**config.mk**
```make
export PLATFORM = sky130hd
export DESIGN_NAME = mult_sequencer
export DESIGN_NICKNAME = d
export VERILOG_FILES = /design/src/rtl/mult_sequencer.sv
export SDC_FILE = /design/constraint.sdc
export NUM_CORES = 1
export LEC_CHECK = 0
export ABC_AREA = 1
export BUFFER_PORTS_ARGS = -buffer_cell sky130_fd_sc_hd__buf_2
export CORE_MARGIN = 2
export CORE_UTILIZATION = 52
export DETAILED_ROUTE_END_ITERATION = 10
export GPL_TIMING_DRIVEN = 0
export PLACE_DENSITY = 0.75
export SYNTH_ARGS = -nofsm -noshare
export SYNTH_HDL_FRONTEND = slang
export SYNTH_SLANG_ARGS = --single-unit
export TNS_END_PERCENT = 50
```
**constraint.sdc**
```tcl
create_clock -name clk -period 4.81 [get_ports clk]
set_clock_uncertainty 0.2 [all_clocks]
set_input_delay 0.7215 -clock clk [delete_from_list [all_inputs] [get_ports clk]]
set_output_delay 0.7215 -clock clk [all_outputs]
set_load 0.05 [all_outputs]
```
**src/rtl/mult_sequencer.sv**
```systemverilog
// Keypad-driven operand entry and start/handshake sequencer for a signed 8-bit multiplier.
// Optional WAIT watchdog enabled by defining MULT_TIMEOUT_EN.
module mult_sequencer #(
  parameter int MAX_DIGITS     = 3,
  parameter int TIMEOUT_CYCLES = 64
) (
  input  logic       clk,
  input  logic       reset,
  input  logic       key_valid,
  input  logic [3:0] key_code,
  input  logic       mult_ready,
  output logic [7:0] num_1,
  output logic [7:0] num_2,
  output logic       valid,
  output logic       busy,
  output logic       operand_sel,
  output logic [9:0] entry_mag,
  output logic       entry_neg,
  output logic       err
);

  localparam int CW = $clog2(MAX_DIGITS + 1);

  typedef enum logic [2:0] {ENTRY_A, ENTRY_B, START, WAIT, DONE} state_t;

  state_t          state_reg, state_next;
  logic [7:0]      num_1_reg, num_1_next;
  logic [7:0]      num_2_reg, num_2_next;
  logic [9:0]      mag_reg, mag_next;
  logic            neg_reg, neg_next;
  logic [CW-1:0]   cnt_reg, cnt_next;
  logic            err_reg, err_next;

  logic [13:0]     mag_calc;
  logic [7:0]      op_val;
  logic            in_range;
  logic            is_digit;

`ifdef MULT_TIMEOUT_EN
  localparam int TW = $clog2(TIMEOUT_CYCLES + 1);
  logic [TW-1:0]   to_cnt_reg, to_cnt_next;
`endif

  assign is_digit = (key_code <= 4'd9);
  assign mag_calc = 14'(mag_reg) * 14'd10 + 14'(key_code);
  // -128 fits only with the sign pending; 0 - 8'h80 wraps to 8'h80 as required.
  assign in_range = neg_reg ? (mag_reg <= 10'd128) : (mag_reg <= 10'd127);
  assign op_val   = neg_reg ? (8'd0 - mag_reg[7:0]) : mag_reg[7:0];

  always_comb begin
    state_next = state_reg;
    num_1_next = num_1_reg;
    num_2_next = num_2_reg;
    mag_next   = mag_reg;
    neg_next   = neg_reg;
    cnt_next   = cnt_reg;
    err_next   = 1'b0;
`ifdef MULT_TIMEOUT_EN
    to_cnt_next = '0;
`endif
    case (state_reg)
      ENTRY_A, ENTRY_B: begin
        if (key_valid) begin
          if (is_digit) begin
            if (cnt_reg < CW'(MAX_DIGITS)) begin
              mag_next = mag_calc[9:0];
              cnt_next = cnt_reg + 1'b1;
            end
          end else if (key_code == 4'hA) begin
            neg_next = ~neg_reg;
          end else if (key_code == 4'hC || key_code == 4'hB) begin
            mag_next = '0;
            neg_next = 1'b0;
            cnt_next = '0;
            if (key_code == 4'hB) begin
              if (!in_range) begin
                err_next = 1'b1;
              end else if (state_reg == ENTRY_A) begin
                num_1_next = op_val;
                state_next = ENTRY_B;
              end else begin
                num_2_next = op_val;
                state_next = START;
              end
            end
          end
        end
      end
      START: state_next = WAIT;
      WAIT: begin
        if (mult_ready) begin
          state_next = DONE;
        end
`ifdef MULT_TIMEOUT_EN
        else if (to_cnt_reg == TW'(TIMEOUT_CYCLES - 1)) begin
          err_next   = 1'b1;
          num_1_next = '0;
          num_2_next = '0;
          state_next = ENTRY_A;
        end else begin
          to_cnt_next = to_cnt_reg + 1'b1;
        end
`endif
      end
      DONE: begin
        if (key_valid) begin
          if (is_digit) begin
            mag_next   = 10'(key_code);
            cnt_next   = CW'(1);
            state_next = ENTRY_A;
          end else if (key_code == 4'hA) begin
            neg_next   = 1'b1;
            state_next = ENTRY_A;
          end else if (key_code == 4'hB) begin
            state_next = START;
          end else if (key_code == 4'hC) begin
            state_next = ENTRY_A;
          end
        end
      end
      default: state_next = ENTRY_A;
    endcase
  end

  always_ff @(posedge clk) begin
    if (!reset) begin
      state_reg <= ENTRY_A;
      num_1_reg <= '0;
      num_2_reg <= '0;
      mag_reg   <= '0;
      neg_reg   <= 1'b0;
      cnt_reg   <= '0;
      err_reg   <= 1'b0;
`ifdef MULT_TIMEOUT_EN
      to_cnt_reg <= '0;
`endif
    end else begin
      state_reg <= state_next;
      num_1_reg <= num_1_next;
      num_2_reg <= num_2_next;
      mag_reg   <= mag_next;
      neg_reg   <= neg_next;
      cnt_reg   <= cnt_next;
      err_reg   <= err_next;
`ifdef MULT_TIMEOUT_EN
      to_cnt_reg <= to_cnt_next;
`endif
    end
  end

  assign num_1       = num_1_reg;
  assign num_2       = num_2_reg;
  assign valid       = (state_reg == START);
  assign busy        = (state_reg == START) || (state_reg == WAIT);
  assign operand_sel = (state_reg != ENTRY_A);
  assign entry_mag   = mag_reg;
  assign entry_neg   = neg_reg;
  assign err         = err_reg;

endmodule

```
==> results of run 1 <==
[worst reg2reg max path: stages (launching register included)]
cell	delay (ns)
dfxtp_1	0.40
ha_1	0.26
ha_1	0.25
fa_1	0.54
nand2_1	0.06
inv_1	0.07
nand4_1	0.12
a21oi_1	0.26
nand2_1	0.08
nand2_1	0.07
nand2_1	0.04
nand2_1	0.05
a21oi_1	0.05
[metal layers]
layer / GRT usage / vias to the layer above
met5: 0 / -
met4: 0.0641 / 0
met3: 0.0592 / 3
met2: 0.387 / 41
met1: 0.285 / 1029
li1: - / 1181
[power breakdown]
part,total [mW],switching [mW],internal [mW]
clock network,0.211,0.111,0.0998
registers,0.291,0.00964,0.281
logic,0.160,0.107,0.0521
[stage by stage]
stage	util	instance area (um2)	setup WS [ns]	instances	total power, mW
final	0.612	2630	2.24	434	0.661
after global routing	0.612	2630	2.07	434	0.697
after CTS	0.612	2630	2.25	434	0.666
after detailed placement	0.592	2540	2.13	426	0.455
after global placement	0.592	2540	2.16	426	0.452
after floorplan	-	2290	2.13	336	0.419
[layout make-up]
type                            instances  area (um2)
Fill cell                             412        1660
Clock inverter                          3        17.5
Timing Repair Buffer                   38         190
Clock buffer                            5        68.8
Tap cell                               52        65.1
Sequential cell                        33         661
Inverter                               47         176
Buffer                                  7        52.6
Multi-Input combinational cell        249        1400
[worst paths after layout]
path	depth (start not counted)	from	endpoint	slack, ns
worst min-delay path	2	num_1[2]	num_1[2]	0.24
worst max-delay path	12	entry_mag[3]	entry_mag[8]	2.24
worst min register to register	2	num_1[2]	num_1[2]	0.24
worst max register to register	12	entry_mag[3]	entry_mag[8]	2.24
[placed cells by master, fill, tap and decap left out, types with 3 or more instances in the layout]
| cell | n |
|---|---|
| a21oi_1 | 25 |
| buf_2 | 38 |
| xor2_1 | 7 |
| dfxtp_1 | 33 |
| nor2_1 | 34 |
| inv_1 | 44 |
| nor2_4 | 4 |
| ha_1 | 16 |
| clkbuf_1 | 3 |
| inv_2 | 3 |
| clkbuf_8 | 5 |
| nand2_2 | 3 |
| o21ai_1 | 3 |
| nand2_1 | 79 |
| nand3_1 | 28 |
| buf_6 | 3 |
| nor3_1 | 4 |
| o21ai_0 | 20 |
| nand4_1 | 6 |
[cell families after synthesis]
kind of cell / after synthesis
buffers and inverters: 54
AND/OR/NAND/NOR: 169
adder cells (fa/ha/maj): 18
XOR/XNOR: 8
flip-flops: 33
AO/OA/AOI/OAI: 54
==> results.yml, run 1 <==
finish:
  nets: 407
  largest_register_ffs: 10
  drive_gt1_frac: 0.191
  antennaDiodeCount: 0
  area_delta_synth_final_pct: 14.9
power:
  ir_drop_mv: 0.182
  leakagePower_nw: 1.38
  powerDensity_nw_per_um2: 251
timing:
  timing.hold.ws_ns: 0.243
  worst_pin_slew_ns: 0.510
  final_hold_viol_count: 0
  min_period_ns: 2.57
  setup_violations: 0
  post-route-period-util: 0.534
  tns_ns: 0
  rsz0062_at_grt: "no"
  max_slew_margin: 0.660
  report.final.slew_viol_count: 0
  clock.fmax_ghz: 0.389
yosys:
  synth_area_leaders: "dfxtp_1 (29%), nand2_1 (13%), ha_1 (8.7%), inv_1 (7.2%), nand3_1 (6.1%)"
  synthArstFlopShare: 0
  synth_compound_area_frac: 0.128
  synthMuxAreaShare: 0
  synth.avg_cell_area_um2: 6.81
  yosysTopAreaCell: "dfxtp_1"
  synth_common_cells: "nand2_1 (79), inv_1 (44), nor2_1 (34), dfxtp_1 (33), nand3_1 (28)"
  synth_nets: 362
  synth_area_um2: 2290
  synth_fa_ha_area_frac: 0.105
  yosysUniqueCellTypes: 33
  synth_simple_gate_area_share: 0.347
  ys_seq_area_frac: 0.289
  synth_top_family_by_area: "simple AND/OR/NAND/NOR gates"
  synth_xor_area_frac: 0.0306
  synth-edff-count: 0
  ys_seq_elements: 33
  yosys_warnings: 0
  synth_top_area_frac: 0.289
  ys.flop_type: "dfxtp_1"
  syn_inst: 336
  synth_most_common_cell: "nand2_1"
global_routing:
  track_usage: 0.228
  grt_start_max_net_pins: 12
  grt_pass1_wl_um: 9090
  grt_pass1_vias: 2129
  gr-total-overflow: 0
  antenna_found_initial: 0
outcome:
  status: "complete, no violations"
place:
  port-buffer-count: 38
  gp_congestion: 0.891
  dp_hpwl_um: 4080
cts:
  hold_buffers: 0
  cts_max_level: 2
  clockBufferDepth: 2
  postCtsSetupBuffers: 0
  cts_resized: 0
  cts_made_buffers: 5
  cts_root_buffer: "clkbuf_8"
  cts.sinks: 33
  cts.clk_slew.worst_paths_ns: 0.07
  clk_latency_ns: 0.30
  cts_tree: "built"
detailed_routing:
  wl_per_cell_um: 11.9
  first_pass_iters: 5
  vias_per_cell: 5.19
  met3_length_um: 216
  routed_wl_um: 5170
  antenna_left: 0
  drcViolationCount: 0
  wl_met1_um: 2460
  vias: 2254
  met2WireLength_um: 2450
  dr.first_iter.drc_count: 132
  top_layer: "met4"
critical_path:
  slowest_stage: "fa_1"
  crit_path_end_kind: "register"
  path_class: "register to register"
  crit_fanout: 4
  cp.required_ns: 4.80
  critPathBufInv: 1
  worstPathCellList: "ha_1 > ha_1 > fa_1 > nand2_1 > inv_1 > nand4_1 > a21oi_1 > nand2_1 > nand2_1 > nand2_1 > nand2_1 > a21oi_1"
  crit_path_start_kind: "register"
  crit_family: "adder cells"
  cp.arrival_ns: 2.56
  slowest_delay_ns: 0.54
  crit_path_frequent_cell: "nand2_1"
die:
  num_rows: 24
  dieArea_um2: 4950
  initial_core_util: 0.533
  die_h_um: 70.3
  io_pins: 39
  fp.coreArea_um2: 4290
  die_x_um: 70.3
worst_hold_path:
  worstHoldPathType: "register to register"
job:
  maxCapViolCount: 0
Power figures use the tool's default switching activity.
==> inputs of run 2 (changes only) <==
Clock period 4.81 ns to 2.6 ns, I/O delays scaled along.
==> run 2 against run 1 <==
Net effect:
- worst hold slack lost 0.052 ns
- sequential power grew 85%
- register-to-register slack lost 2.1 ns
- via count shrank 1.7%
- non-clock buffer count is the same
- critical path depth shrank 1
- core utilization grew 0.32 points
- final cell count is the same
- maximum frequency grew 5.0%
- critical path type unchanged
- largest cell class unchanged
- highest routed layer unchanged
==> results.yml, run 2 (same netlist as run 1, synthesis figures left out) <==
critical_path:
  cp.required_ns: 2.62
  path_class: "register to register"
  crit_path_start_kind: "register"
  r2r_slack_ns: 0.15
  crit_fanout: 4
  crit_path_end_kind: "register"
  cp.arrival_ns: 2.46
cts:
  cts_max_level: 2
  cts_made_buffers: 5
  cts_resized: 0
  cts_root_buffer: "clkbuf_8"
  postCtsSetupBuffers: 0
  hold_buffers: 0
  clockBufferDepth: 2
  cts.clk_slew.worst_paths_ns: 0.07
  cts_tree: "built"
  cts.sinks: 33
  clk_latency_ns: 0.28
die:
  dieArea_um2: 4950
  die_x_um: 70.3
  fp.coreArea_um2: 4290
  num_rows: 24
  die_h_um: 70.3
  io_pins: 39
  initial_core_util: 0.533
power:
  swShare: 0.341
  comb_power_share: 0.244
  ir_drop_mv: 0.287
  leakagePower_nw: 1.39
  p_int_uw: 803
  clockPowerShare: 0.314
  p_seq_frac: 0.442
  powerDensity_nw_per_um2: 461
  p_switching_uw: 415
global_routing:
  gr-total-overflow: 0
  antenna_found_initial: 0
  grt_start_max_net_pins: 12
  grt_pass1_wl_um: 8820
  track_usage: 0.219
  grt_pass1_vias: 2025
finish:
  final_common_cell: "nand2_1"
  area_delta_synth_final_pct: 15.5
  drive_gt1_frac: 0.202
  stdcell_count: 434
  largest_register_ffs: 10
  utilization: 0.616
  nets: 407
  antennaDiodeCount: 0
  layout_common_cells: "nand2_1 (79), inv_1 (44), buf_2 (38)"
timing:
  max_slew_margin: 0.657
  tns_ns: 0
  worst_pin_slew_ns: 0.515
  report.final.slew_viol_count: 0
  min_period_ns: 2.45
  setup_violations: 0
  final_hold_viol_count: 0
  fin_ws_ns: 0.153
  clock.fmax_ghz: 0.409
  post-route-period-util: 0.941
  rsz0062_at_grt: "yes"
place:
  gp_congestion: 0.906
  placedCellCount: 426
  port-buffer-count: 38
  dp_hpwl_um: 4010
  dp_slack_ns: 0.121
detailed_routing:
  vias: 2216
  vias_per_cell: 5.11
  antenna_left: 0
  first_pass_iters: 4
  dr.first_iter.drc_count: 111
  wl_per_cell_um: 11.6
  routed_wl_um: 5050
  drcViolationCount: 0
outcome:
  status: "complete, no violations"
worst_hold_path:
  worstHoldPathType: "input port to register"
job:
  maxCapViolCount: 0
-- run 2: cell count changes in the layout (fill, tap and decap cells not counted) --
cell and delta:
xnor2_1 -1, a21oi_1 -1, dfxtp_2 +2, a21oi_2 +1, xnor2_2 +1, dfxtp_1 -2
-- run 2: critical path, stage by stage, from the launching register on --
cell and delay (ns):
dfxtp_2 0.35, ha_1 0.29, ha_1 0.25, fa_1 0.54
nand2_1 0.06, inv_1 0.07, nand4_1 0.12, a21oi_2 0.19
nand3_1 0.08, nand2_1 0.07, nand2_1 0.04, a21oi_1 0.11
-- run 2: path summary, 6_finish.rpt --
check	end	depth (start not counted)	startpoint
worst min register to register	num_1[6]	2	num_1[6]
worst max-delay path	entry_mag[8]	11	entry_mag[1]
worst min-delay path	state_reg[1]	4	mult_ready
worst max register to register	entry_mag[8]	11	entry_mag[1]
-- run 2: power groups by stage --
| stage | clock [mW] | combinational (mW) | sequential [mW] |
|---|---|---|---|
| floorplan | 0 | 0.193 | 0.583 |
| global placement | 0 | 0.286 | 0.550 |
| detailed placement | 0 | 0.291 | 0.550 |
| CTS | 0.390 | 0.293 | 0.539 |
| global route | 0.410 | 0.331 | 0.541 |
| finish | 0.383 | 0.297 | 0.538 |
-- run 2: routing by layer --
| layer | vias up | wire length (um) | global-route usage |
|---|---|---|---|
| li1 | 1182 | - | - |
| met1 | 986 | 2430 | 0.288 |
| met2 | 44 | 2380 | 0.362 |
| met3 | 4 | 216 | 0.0534 |
| met4 | 0 | 33 | 0.0470 |
| met5 | - | 0 | 0 |
-- run 2: cell type report --
class	instances	area, um2
Clock buffer	5	68.8
Fill cell	420	1650
Multi-Input combinational cell	249	1410
Sequential cell	33	663
Inverter	47	176
Buffer	7	52.6
Clock inverter	3	17.5
Tap cell	52	65.1
Timing Repair Buffer	38	190
-- run 2: metrics by stage --
| step | instance area, um2 | hold WS, ns | total power [mW] |
|---|---|---|---|
| 2_1_floorplan | 2290 | 0.249 | 0.776 |
| 3_3_place_gp | 2550 | 0.230 | 0.836 |
| 3_5_place_dp | 2550 | 0.234 | 0.842 |
| 4_1_cts | 2630 | 0.188 | 1.22 |
| 5_1_grt | 2640 | 0.210 | 1.28 |
| 6_report | 2640 | 0.191 | 1.22 |
==> inputs of run 3 (changes only) <==
Settings changed: CORE_UTILIZATION 52 to 61, PLACE_DENSITY 0.75 to 0.86.
Clock period 2.6 ns to 2.95 ns, I/O delays scaled along.
==> run 3 against run 2 <==
Net effect:
- worst hold slack improved by 0.047 ns
- setup slack improved by 0.22 ns
- sequential share of layout area is 0.084 points higher
- core utilization is 11 points higher
- clock power down 13%
- non-clock buffer count is the same
- combinational power is 13% lower
- first-iteration DRC count is 15% higher
- highest routed layer unchanged
- clock-buffer cell count unchanged
- critical path type unchanged
==> results.yml, run 3 (same netlist as run 1, synthesis figures left out) <==
finish:
  nets: 407
  stdcell_count: 430
  layout_common_cells: "nand2_1 (79), inv_1 (44), buf_2 (38)"
  seqCellArea_um2: 661
  antennaDiodeCount: 0
  n_fill_cell: 330
  multi_input_area_um2: 1400
  area_delta_synth_final_pct: 14.7
  drive_gt1_frac: 0.191
  final_common_cell: "nand2_1"
  utilization: 0.722
  largest_register_ffs: 10
  final_area_um2: 2630
power:
  ir_drop_mv: 0.258
  powerDensity_nw_per_um2: 406
  finalPower_mw: 1.07
  leakagePower_nw: 1.38
place:
  port-buffer-count: 38
  placedCellCount: 422
  dpl-instance-area_um2: 2540
  dp_hpwl_um: 3980
  gp_congestion: 0.904
  dp_slack_ns: 0.427
die:
  die_x_um: 65.3
  initial_core_util: 0.630
  fp.coreArea_um2: 3630
  num_rows: 22
  io_pins: 39
  dieArea_um2: 4260
  die_h_um: 65.3
global_routing:
  track_usage: 0.263
  grt_pass1_wl_um: 8940
  grt_start_max_net_pins: 12
  antenna_found_initial: 0
  gr-total-overflow: 0
  grt_pass1_vias: 2126
timing:
  worst_pin_slew_ns: 0.519
  min_period_ns: 2.58
  report.final.slew_viol_count: 0
  tns_ns: 0
  post-route-period-util: 0.875
  fin_ws_ns: 0.368
  final_hold_viol_count: 0
  max_slew_margin: 0.654
  timing.hold.ws_ns: 0.238
  clock.fmax_ghz: 0.387
  rsz0062_at_grt: "no"
  setup_violations: 0
cts:
  clk_latency_ns: 0.29
  cts_max_level: 2
  hold_buffers: 0
  clockBufferDepth: 2
  cts.clk_slew.worst_paths_ns: 0.07
  postCtsSetupBuffers: 0
  cts_tree: "built"
  cts_root_buffer: "clkbuf_8"
  cts_made_buffers: 5
  cts_resized: 0
  cts.sinks: 33
detailed_routing:
  dr.first_iter.drc_count: 128
  first_pass_iters: 5
  wl_per_cell_um: 11.8
  drcViolationCount: 0
  vias_per_cell: 5.24
  routed_wl_um: 5060
  vias: 2253
  antenna_left: 0
critical_path:
  crit_path_start_kind: "register"
  cp.required_ns: 2.93
  cp.arrival_ns: 2.56
  path_class: "register to register"
  crit_path_end_kind: "register"
  crit_fanout: 4
worst_hold_path:
  worstHoldPathType: "input port to register"
outcome:
  status: "complete, no violations"
job:
  maxCapViolCount: 0
## run 3: worst paths after layout
| kind | startpoint | to | slack (ns) | depth (start not counted) |
|---|---|---|---|---|
| max | entry_mag[3] | entry_mag[8] | 0.37 | 12 |
| min | mult_ready | state_reg[1] | 0.24 | 4 |
| max reg2reg | entry_mag[3] | entry_mag[8] | 0.37 | 12 |
| min reg2reg | num_1[4] | num_1[4] | 0.24 | 2 |
## run 3: layout make-up
class                           count  share of cell area
Clock buffer                        5              0.0262
Inverter                           47              0.0672
Tap cell                           48              0.0229
Multi-Input combinational cell    249               0.533
Buffer                              7              0.0200
Timing Repair Buffer               38              0.0724
Sequential cell                    33               0.252
Clock inverter                      3             0.00667
## run 3: routing by layer
metal,track usage,part of all wire
met1,0.325,0.46
met2,0.474,0.48
met3,0.0445,0.042
met4,0.0651,0.013
met5,0,0
## run 3: power breakdown
group | internal [mW] | switching, mW
logic | 0.0850 | 0.174
registers | 0.458 | 0.0157
clock network | 0.163 | 0.172
## run 3: critical path, cell delays in order, from the launching register on
cell and delay (ns):
dfxtp_1 0.40, ha_1 0.26, ha_1 0.24, fa_1 0.53, nand2_1 0.07, inv_1 0.07
nand4_1 0.11, a21oi_1 0.27, nand2_1 0.09, nand2_1 0.07, nand2_1 0.05, nand2_1 0.05
a21oi_1 0.05
